<file path="src/rtl/mux_arbiter_16.sv">
// mux_arbiter_16: two-requester round-robin arbiter that drives a registered
// 16-bit shared bus through a mux_16. Each grant lasts one cycle. The word
// selected during the grant is captured on out at the edge that ends the grant.

// 2:1 word mux: sel = 0 passes a, sel = 1 passes b.
module mux_16 (
    input  logic [15:0] a,
    input  logic [15:0] b,
    input  logic        sel,
    output logic [15:0] mux_out
);

    // Pure steering, no state.
    assign mux_out = sel ? b : a;

endmodule

module mux_arbiter_16 (
    input  logic        clk,
    input  logic        reset,
    input  logic        req_a,
    input  logic        req_b,
    input  logic [15:0] a,
    input  logic [15:0] b,
    output logic        gnt_a,
    output logic        gnt_b,
    output logic        sel,
    output logic [15:0] out,
    output logic        out_valid
);

    localparam int unsigned DATA_W = 16;

    typedef enum logic [1:0] {
        IDLE    = 2'd0,
        SERVE_A = 2'd1,
        SERVE_B = 2'd2
    } state_e;

    state_e              state_q, state_d;
    logic                last_b_q, last_b_d;
    logic                gnt_a_q, gnt_a_d;
    logic                gnt_b_q, gnt_b_d;
    logic                sel_q, sel_d;
    logic [DATA_W-1:0]   out_q, out_d;
    logic                out_valid_q, out_valid_d;
    logic [DATA_W-1:0]   mux_out;

    // The only path from a/b to the bus register.
    mux_16 u_mux (
        .a       (a),
        .b       (b),
        .sel     (sel_q),
        .mux_out (mux_out)
    );

    // State register and registered grant/select/bus outputs.
    always_ff @(posedge clk or posedge reset) begin
        if (reset) begin
            state_q     <= IDLE;
            last_b_q    <= 1'b1;
            gnt_a_q     <= 1'b0;
            gnt_b_q     <= 1'b0;
            sel_q       <= 1'b0;
            out_q       <= '0;
            out_valid_q <= 1'b0;
        end else begin
            state_q     <= state_d;
            last_b_q    <= last_b_d;
            gnt_a_q     <= gnt_a_d;
            gnt_b_q     <= gnt_b_d;
            sel_q       <= sel_d;
            out_q       <= out_d;
            out_valid_q <= out_valid_d;
        end
    end

    // Next-state arbitration; ties go to whichever side was not served last.
    always_comb begin
        state_d  = IDLE;
        last_b_d = last_b_q;
        unique case ({req_a, req_b})
            2'b10:   state_d = SERVE_A;
            2'b01:   state_d = SERVE_B;
            2'b11:   state_d = last_b_q ? SERVE_A : SERVE_B;
            default: state_d = IDLE;
        endcase
        if (state_d == SERVE_A) begin
            last_b_d = 1'b0;
        end else if (state_d == SERVE_B) begin
            last_b_d = 1'b1;
        end
    end

    // Grant and select decode of the next state, so they register with it.
    always_comb begin
        gnt_a_d = 1'b0;
        gnt_b_d = 1'b0;
        sel_d   = 1'b0;
        case (state_d)
            SERVE_A: gnt_a_d = 1'b1;
            SERVE_B: begin
                gnt_b_d = 1'b1;
                sel_d   = 1'b1;
            end
            default: ;
        endcase
    end

    // Bus capture: load the muxed word at the edge that ends a grant cycle.
    always_comb begin
        out_d       = out_q;
        out_valid_d = 1'b0;
        if (state_q == SERVE_A || state_q == SERVE_B) begin
            out_d       = mux_out;
            out_valid_d = 1'b1;
        end
    end

    assign gnt_a     = gnt_a_q;
    assign gnt_b     = gnt_b_q;
    assign sel       = sel_q;
    assign out       = out_q;
    assign out_valid = out_valid_q;

endmodule

</file>
<file path="config.mk">
export PLATFORM = sky130hd
export DESIGN_NAME = mux_arbiter_16
export DESIGN_NICKNAME = d
export VERILOG_FILES = /design/src/rtl/mux_arbiter_16.sv
export SDC_FILE = /design/constraint.sdc
export NUM_CORES = 1
export LEC_CHECK = 0
export CELL_PAD_IN_SITES_DETAIL_PLACEMENT = 0
export CELL_PAD_IN_SITES_GLOBAL_PLACEMENT = 1
export CORE_UTILIZATION = 34
export CTS_BUF_LIST = sky130_fd_sc_hd__clkbuf_4 sky130_fd_sc_hd__clkbuf_8
export DETAILED_ROUTE_END_ITERATION = 16
export PLACE_DENSITY_LB_ADDON = 0.1
export SETUP_SLACK_MARGIN = 0.4
export SKIP_CTS_REPAIR_TIMING = 1
export SKIP_LAST_GASP = 1
export SLEW_MARGIN = 20
export SYNTH_ARGS = -nofsm -noshare
export SYNTH_HDL_FRONTEND = slang
export SYNTH_SLANG_ARGS = --single-unit
export TNS_END_PERCENT = 20
</file>
<file path="constraint.sdc">
create_clock -name clk -period 2.7 [get_ports clk]
set_input_delay 0.54 -clock clk [delete_from_list [all_inputs] [get_ports clk]]
set_output_delay 0.54 -clock clk [all_outputs]
set_load 0.005 [all_outputs]
</file>
==> out/results.md, run 1 <==
- run status: completed
- Worst Slack Setup Final: 0.9662 ns
- pre-CTS WS: 1.075 ns
- highest-count cells in the layout ignoring fill and taps: 55 x clkdlybuf4s50_1, 23 x mux2_2, 21 x dfrtp_1
- Worst Setup Path Type: register to output port
- most frequent standard cell in the layout excluding fill and tap cells: clkdlybuf4s50_1
- total die area: 3374 sq um
- finished layout cell area: 1667 sq um
- per-cell routed wire length: 12.55 microns
- H-tree Lvls: 1
- gpl congestion: 0.6049
- Final Hold Fails: 0
- number of buffer and inverter stages on the critical path: 1
- post-DP HPWL: 1509 microns
- total gr overflow: 0
- WP data arrival: 1.19 ns
- ordered cell list for the critical path: clkdlybuf4s50_1
- final count of pins violating max slew: 0
- synthesized instance count: 67
- number of remaining DRC errors: 0
- total number of yosys warnings: 0
- Diodes inserted: 0
- first-pass iteration count of the detailed router: 4
- count of state elements after synthesis: 22
- cts bufs inserted: 3
- largest area contributor in the netlist: dfrtp_1
- Clk Latency, worst-skew pair: 0.30 ns
- Sinks on Clock Net: 22
- fraction of the yosys area taken by sequential cells: 0.5158
- category of the worst setup path capture point: output port
- VDD IR-drop max: 0.3201 mV
- starting DRC count in detailed routing: 7
- ratio of cells with drive above 1 in the final layout: 0.3171
- area grow syn2layout: 55.79%
- site row count: 19
- Final Skew: 0.003453 ns
- setup TNS after final layout: 0 ns
- Clock Tree Root: clkbuf_4
- mean cell area of the mapped netlist: 15.97 sq um
- post-synthesis cell type count: 13
- cell family contributing the most delay on the critical path: buffers and inverters
- type of element launching the critical path: register
- number of top-level pins: 56
- combinational family with the most area after synthesis: multiplexers
- Die Wd: 58.09 microns
- shortest clock period the worst path allows after layout: 1.734 ns
- via count of the first global-routing pass: 730
- total of endpoints with negative setup slack in the final report: 0
- Leak: 0.6924 nW
- ranking of synthesized cells by area: dfrtp_1 49%, mux2_2 24%, mux2_4 13%
- via count: 731
- fraction of synthesized area in multiplexers: 0.3684
- number of nets in the layout: 160
- clock-pin slew reported for the worst setup and hold paths after clock tree synthesis: 0.12 ns
- Mapped Nets: 103
- Worst-Margin Slew: 0.8205 ns
- Die Ht: 58.09 microns
- worst path required time: 2.16 ns
- antenna-violating nets left: 0
- Starting Density: 0.3719
- number of max-cap violations: 0
- headroom to the max-slew limit: 0.4524
- synthesized-area fraction occupied by xor and xnor cells: 0.02573
- proportion of netlist area held by the largest area contributor: 0.4912
- initial antenna violation count: 0
- worst hold path class: register to register
- GRT Overall Usage: 0.1303
- share of the synthesized area in compound gates (AO/OA/AOI/OAI): 0.01871
- adder-cell area share of the yosys netlist: 0
- post-synthesis cell area: 1070 sq um
- RSZ-0062 raised after global routing: no
- count of buffers inserted at the top-level ports: 55
- area of the core: 2877 sq um
- Simple-Gate Fraction of Synth Area: 0.01754
- power per unit of standard cell area: 599.0 nW/um^2
- final worst-path cycle share: 0.6422
- placed instance area: 1630 sq um
- longest individual stage delay on the worst path: 0.51 ns
- CTS tree: built
- routed via count divided by cell count: 4.430
- cell type of the slowest stage on the worst timing path: clkdlybuf4s50_1
- maximum fanout count along the critical path: 2
- deepest clock path buffer count: 2
- pin count of the biggest net entering global routing: 23
- total length of routed wires: 2071 microns
- fmax: 0.5768 GHz
- first-pass GRT wire length: 3298 microns
## cell usage after synthesis, drive strengths merged
cell type,number
a21boi,2
and2,2
buf,4
dfrtp,21
dfstp,1
inv,2
mux2,32
nand2b,1
o21ai,1
xor2,1
## where the power goes
part	internal [mW]	switching, mW	total, mW
Clock	0.0822	0.0967	0.179
Sequential	0.405	0.0411	0.446
Combinational	0.273	0.100	0.373
Total	0.760	0.238	0.998
## per-stage QoR
step | hold WS (ns) | util | std cells | power (mW)
after floorplan | 0.4679 | - | 67 | 0.6281
after global routing | 0.5432 | 0.5794 | 165 | 1.054
after detailed placement | 0.4919 | 0.5668 | 161 | 0.8312
after CTS | 0.5241 | 0.5794 | 165 | 1.013
final | 0.5176 | 0.5794 | 165 | 0.9983
after global placement | 0.4813 | 0.5668 | 161 | 0.8242
## kinds of logic after synthesis
kind of cell	Yosys count
AO/OA/AOI/OAI	3
XOR/XNOR	1
buffers and inverters	6
flip-flops	22
multiplexers	32
AND/OR/NAND/NOR	3
## path summary, 6_finish.rpt
kind                            slack, ns              endpoint  cells past startpoint            startpoint
worst max-delay path                 0.97                out[2]                      1    out[2]$_DFFE_PP0P_
worst min-delay path                 0.52  last_b_q$_DFFE_PP1P_                      2  last_b_q$_DFFE_PP1P_
worst max register to register       1.15    out[7]$_DFFE_PP0P_                      2  state_q[1]$_DFF_PP0_
worst min register to register       0.52  last_b_q$_DFFE_PP1P_                      2  last_b_q$_DFFE_PP1P_
max in group asynchronous            1.50   out[11]$_DFFE_PP0P_                      2                 reset
min in group asynchronous            0.69    out[3]$_DFFE_PP0P_                      2                 reset
## worst register-to-register path, stage by stage, from the launching register on
cell	delay, ns
dfrtp_1	0.45
xor2_4	0.59
mux2_2	0.41
## metal layers
metal	up-vias	wire length [microns]	global-route usage
met2	33	1048	0.2200
met5	-	0	0
met1	353	850	0.1563
met4	0	20	0.06122
met3	2	152	0.03125
li1	343	-	-
## state kept, by name (all words and copies together) (netlist names)
name,cells
out,16
gnt_a,1
state_q,2
last_b_q,1
out_valid,1
sel,1
## cell type report
cell class / instances / area (sq um)
clock buffer: 4 / 36.28
fill: 250 / 1210
inverter: 2 / 7.507
multi-input combinational: 39 / 460.4
sequential: 22 / 551.8
tap: 42 / 52.55
timing repair buffer: 56 / 558.0
(Power assumes the default switching activity.)
==> inputs of run 2 (changes only) <==
- CORE_UTILIZATION: 34 -> 31
- clock period: 2.7 -> 1.7 ns (I/O delays scaled with it)
==> out/results.md, run 2 (synthesis results as in run 1) <==
- longest individual stage delay on the worst path: 0.50 ns, about the same
- Worst Slack Setup Final: 0.1827 ns, -0.7835 ns
- clock-pin slew reported for the worst setup and hold paths after clock tree synthesis: 0.12 ns, about the same
- proportion of power drawn by combinational gates: 0.388, +0.014
- type of element launching the critical path: register
- total length of routed wires: 2195 microns, +6.0%
- Diodes inserted: 0, unchanged
- total of endpoints with negative setup slack in the final report: 0, unchanged
- ordered cell list for the critical path: clkdlybuf4s50_1
- Internal Pwr Total: 1.233 mW, +62%
- number of nets in the layout: 166, +3.8%
- area of the core: 3153 sq um, +9.6%
- pin count of the biggest net entering global routing: 23, unchanged
- Die Ht: 60.75 microns, +4.6%
- cell type of the slowest stage on the worst timing path: clkdlybuf4s50_1
- Clk Latency, worst-skew pair: 0.30 ns, about the same
- Sinks on Clock Net: 22, unchanged
- cell family contributing the most delay on the critical path: buffers and inverters
- clock group share of total power: 0.175, -0.004
- starting DRC count in detailed routing: 3, -4
- worst path required time: 1.36 ns, -0.80 ns
- deepest clock path buffer count: 2, unchanged
- reg-to-reg startpoint: sel$_DFF_PP0_
- setup TNS after final layout: 0 ns, unchanged
- first-pass iteration count of the detailed router: 2, -2
- total die area: 3690 sq um, +9.3%
- pre-CTS WS: 0.2942 ns, -0.7810 ns
- Starting Density: 0.3393, -0.03262
- per-cell routed wire length: 12.69 microns, +1.1%
- count of buffers inserted at the top-level ports: 55, unchanged
- initial antenna violation count: 0, unchanged
- CTS tree: built
- headroom to the max-slew limit: 0.8140, +0.3616
- ratio of cells with drive above 1 in the final layout: 0.3488, +0.03176
- fmax: 0.6591 GHz
- worst hold path class: input port to async pin
- number of max-cap violations: 0, unchanged
- Worst Setup Path Type: register to output port
- H-tree Lvls: 1, unchanged
- antenna-violating nets left: 0, unchanged
- gpl congestion: 0.6452, +6.7%
- post-DP HPWL: 1627 microns, +7.8%
- shortest clock period the worst path allows after layout: 1.517 ns
- category of the worst setup path capture point: output port
- routed via count divided by cell count: 4.329, -2.3%
- start point of the critical path: out[15]$_DFFE_PP0P_
- Die Wd: 60.75 microns, +4.6%
- first-pass GRT wire length: 3339 microns, +1.2%
- number of remaining DRC errors: 0, unchanged
- total gr overflow: 0, unchanged
- Final Hold Fails: 0, unchanged
- VDD IR-drop max: 0.4792 mV, +50%
- most frequent standard cell in the layout excluding fill and tap cells: clkdlybuf4s50_1
- power per unit of standard cell area: 926.7 nW/um^2, +55%
- site row count: 20, +1
- RSZ-0062 raised after global routing: yes
- P_sw: 0.3838 mW, +61%
- Switching Fraction: 0.2374, -0.0007915
- number of top-level pins: 56, unchanged
- number of buffer and inverter stages on the critical path: 1, unchanged
- Worst-Margin Slew: 0.2790 ns, -0.5415 ns
- GRT Overall Usage: 0.1285, -0.001772
- maximum fanout count along the critical path: 2, unchanged
- cts bufs inserted: 3, unchanged
- via count: 749, +2.5%
- final count of pins violating max slew: 0, unchanged
- number of flip-flops in the largest register: 16, unchanged
- via count of the first global-routing pass: 727, -0.41%
- area grow syn2layout: 63.04%
- Final Skew: 0.002156 ns, -0.001297 ns
- WP data arrival: 1.18 ns, about the same
- Leak: 0.7944 nW, +15%
- highest-count cells in the layout ignoring fill and taps: 48 x clkdlybuf4s50_1, 23 x mux2_2, 21 x dfrtp_1
- relative contribution of sequential cells to total power: 0.436, -0.011
- Clock Tree Root: clkbuf_4
- run status: completed
- final worst-path cycle share: 0.8925
-- run 2: changes by cell type in the layout (fill, tap and decap cells not counted) --
cell,delta
buf_12,+1
clkdlybuf4s50_1,-7
buf_4,+5
dlymetal6s2s_1,+7
-- run 2: stage by stage --
step	power [mW]	instance area, sq um	cells	utilization	hold slack, ns
2_1_floorplan	0.9976	1070	67	-	0.3285
3_3_place_gp	1.333	1668	166	0.5290	0.4828
3_5_place_dp	1.348	1668	166	0.5290	0.4874
4_1_cts	1.644	1704	170	0.5405	0.3512
5_1_grt	1.727	1744	173	0.5532	0.3723
6_report	1.616	1744	173	0.5532	0.3581
-- run 2: power groups by stage --
stage	clock network [mW]	registers (mW)	logic, mW
final	0.283	0.705	0.628
after global routing	0.327	0.721	0.678
after CTS	0.303	0.713	0.628
after detailed placement	0	0.723	0.625
after global placement	0	0.715	0.618
after floorplan	0	0.726	0.271
-- run 2: path summary, 6_finish.rpt --
| kind | cells after the start | endpoint | slack (ns) |
|---|---|---|---|
| worst max-delay path | 1 | out[15] | 0.18 |
| worst min-delay path | 3 | out[4]$_DFFE_PP0P_ | 0.36 |
| worst max register to register | 4 | out[10]$_DFFE_PP0P_ | 0.31 |
| worst min register to register | 2 | last_b_q$_DFFE_PP1P_ | 0.50 |
| max in group asynchronous | 3 | last_b_q$_DFFE_PP1P_ | 1.06 |
| min in group clk | 2 | last_b_q$_DFFE_PP1P_ | 0.50 |
-- run 2: layer usage --
layer | wire, microns | part of all wire | track usage | vias up
met4 | 14 | 0.0064 | 0.06818 | 0
met1 | 917 | 0.42 | 0.1646 | 356
met3 | 191 | 0.087 | 0.03412 | 2
met2 | 1071 | 0.49 | 0.1994 | 32
li1 | - | - | - | 359
met5 | 0 | 0 | 0 | -
-- run 2: layout make-up --
cell class,instances,area (sq um)
fillers,279,1409
repair buffers,62,633.1
flip-flops and latches,22,551.8
multi-input cells,39,460.4
well taps,44,55.05
clock buffers,4,36.28
inverters,2,7.507
==> inputs of run 3 (changes only) <==
- SKIP_CTS_REPAIR_TIMING: 1 -> default
- SLEW_MARGIN: 20 -> 40
==> out/results.md, run 3 (synthesis results as in run 1) <==
- relative contribution of sequential cells to total power: 0.434, -0.002
- Leak: 0.8266 nW, +4.1%
- WP data arrival: 1.57 ns, +0.39 ns
- routed via count divided by cell count: 4.364, +0.79%
- number of filler cells placed in the layout: 284, +1.8%
- post-DP HPWL: 1627 microns, unchanged
- total length of routed wires: 2402 microns, +9.4%
- placed instance area: 1668 sq um, unchanged
- type of element launching the critical path: register
- Sinks on Clock Net: 22, unchanged
- Clk Latency, worst-skew pair: 0.30 ns, about the same
- start point of the critical path: sel$_DFF_PP0_
- maximum fanout count along the critical path: 4, +2
- headroom to the max-slew limit: 0.8118, -0.002192
- total of endpoints with negative setup slack in the final report: 0, unchanged
- reg-to-reg startpoint: sel$_DFF_PP0_
- shortest clock period the worst path allows after layout: 1.367 ns, -0.1502 ns
- via count: 768, +2.5%
- pin count of the biggest net entering global routing: 23, unchanged
- per-cell routed wire length: 13.65 microns, +7.6%
- number of top-level pins: 56, unchanged
- total die area: 3690 sq um, unchanged
- count of hold buffers inserted by post-cts repair: 0
- longest individual stage delay on the worst path: 0.42 ns, -0.08 ns
- ordered cell list for the critical path: buf_6 -> clkbuf_16 -> mux2_4 -> mux2_4
- number of max-cap violations: 0, unchanged
- Clock Tree Root: clkbuf_4
- fmax: 0.7315 GHz, +11%
- number of remaining DRC errors: 0, unchanged
- GRT Overall Usage: 0.1331, +0.004554
- setup TNS after final layout: 0 ns, unchanged
- area of the core: 3153 sq um, unchanged
- clock group share of total power: 0.175, about the same
- antenna-violating nets left: 0, unchanged
- ratio of cells with drive above 1 in the final layout: 0.3636, +0.01480
- run status: completed
- final count of pins violating max slew: 0, unchanged
- final worst-path cycle share: 0.8042, -0.08838
- Worst Setup Path Type: register to register
- Die Ht: 60.75 microns, unchanged
- proportion of power drawn by combinational gates: 0.391, +0.003
- count of buffers inserted at the top-level ports: 55, unchanged
- site row count: 20, unchanged
- deepest clock path buffer count: 2, unchanged
- cts bufs inserted: 3, unchanged
- H-tree Lvls: 1, unchanged
- multi-input combinational cell area: 501.7 sq um, +9.0%
- area grow syn2layout: 69.47%
- initial antenna violation count: 0, unchanged
- Die Wd: 60.75 microns, unchanged
- cell repeated most along the worst path: mux2_4
- category of the worst setup path capture point: register
- cell type of the slowest stage on the worst timing path: dfrtp_1
- Final Hold Fails: 0, unchanged
- Sequential Area: 551.8 sq um, unchanged
- number of nets in the layout: 169, +1.8%
- Diodes inserted: 0, unchanged
- highest-count cells in the layout ignoring fill and taps: 35 x clkdlybuf4s50_1, 21 x dfrtp_1, 20 x mux2_4
- RSZ-0062 raised after global routing: yes
- most frequent standard cell in the layout excluding fill and tap cells: clkdlybuf4s50_1
- Internal Pwr Total: 1.222 mW, -0.86%
- first-pass GRT wire length: 3470 microns, +3.9%
- VDD IR-drop max: 0.4702 mV, -1.9%
- power per unit of standard cell area: 896.8 nW/um^2, -3.2%
- starting DRC count in detailed routing: 15, +12
- Final Skew: 0.001074 ns, -0.001082 ns
- Starting Density: 0.3393, unchanged
- worst hold path class: input port to async pin
- number of flip-flops in the largest register: 16, unchanged
- Worst-Margin Slew: 0.2823 ns, +0.003288 ns
- P_sw: 0.4040 mW, +5.3%
- total gr overflow: 0, unchanged
- power consumption: 1.626 mW, +0.59%
- finished layout cell area: 1813 sq um, +3.9%
- worst path required time: 1.90 ns, +0.54 ns
- Switching Fraction: 0.2485, +0.01103
- via count of the first global-routing pass: 750, +3.2%
- CTS tree: built
- first-pass iteration count of the detailed router: 2, unchanged
- clock-pin slew reported for the worst setup and hold paths after clock tree synthesis: 0.12 ns, about the same
- gpl congestion: 0.6452, unchanged
[run 3: power by group through the flow]
stage | Clock [mW] | Combinational, mW | Sequential, mW
finish | 0.285 | 0.635 | 0.706
global route | 0.328 | 0.684 | 0.724
global placement | 0 | 0.618 | 0.715
floorplan | 0 | 0.271 | 0.726
detailed placement | 0 | 0.625 | 0.723
CTS | 0.303 | 0.600 | 0.707
[run 3: metal layers]
metal | part of all wire | vias up | global-route usage
met5 | 0 | - | 0
li1 | - | 365 | -
met4 | 0.0058 | 0 | 0.06818
met2 | 0.47 | 32 | 0.2088
met3 | 0.075 | 2 | 0.03412
met1 | 0.45 | 369 | 0.1703
[run 3: worst paths after layout]
path / end / slack [ns] / cells past startpoint
min in group clk: last_b_q$_DFFE_PP1P_ / 0.50 / 2
max reg2reg: out[14]$_DFFE_PP0P_ / 0.33 / 4
max in group asynchronous: last_b_q$_DFFE_PP1P_ / 1.06 / 3
min: out[5]$_DFFE_PP0P_ / 0.36 / 3
min reg2reg: last_b_q$_DFFE_PP1P_ / 0.50 / 2
max: out[14]$_DFFE_PP0P_ / 0.33 / 4
[run 3: stage by stage]
stage	std cells	utilization	hold WS (ns)	setup WS, ns
3_3_place_gp	166	0.5290	0.4828	0.3175
3_5_place_dp	166	0.5290	0.4874	0.2942
5_1_grt	176	0.5750	0.3727	0.2998
4_1_cts	175	0.5500	0.3512	0.3337
2_1_floorplan	67	-	0.3285	0.3715
6_report	176	0.5750	0.3593	0.3329
[run 3: cell type report]
| cell class | count | area share |
|---|---|---|
| clock buffer | 4 | 0.02001 |
| inverter | 2 | 0.004141 |
| multi-input combinational | 39 | 0.2767 |
| sequential | 22 | 0.3043 |
| tap | 44 | 0.03037 |
| timing repair buffer | 65 | 0.3644 |
[run 3: worst max-delay path: cells and delay by family, from the launching register on]
kind                   cells  cell delay (ns)
buffers and inverters      2             0.29
flip-flops                 1             0.42
multiplexers               2             0.55
[run 3: what timing repair did]
action                     4_1_cts  5_1_grt
pin swaps                        1        0
gates resized for setup         28       14
setup endpoints to repair       36       35
setup buffers                    5        0
cloned                           0        1
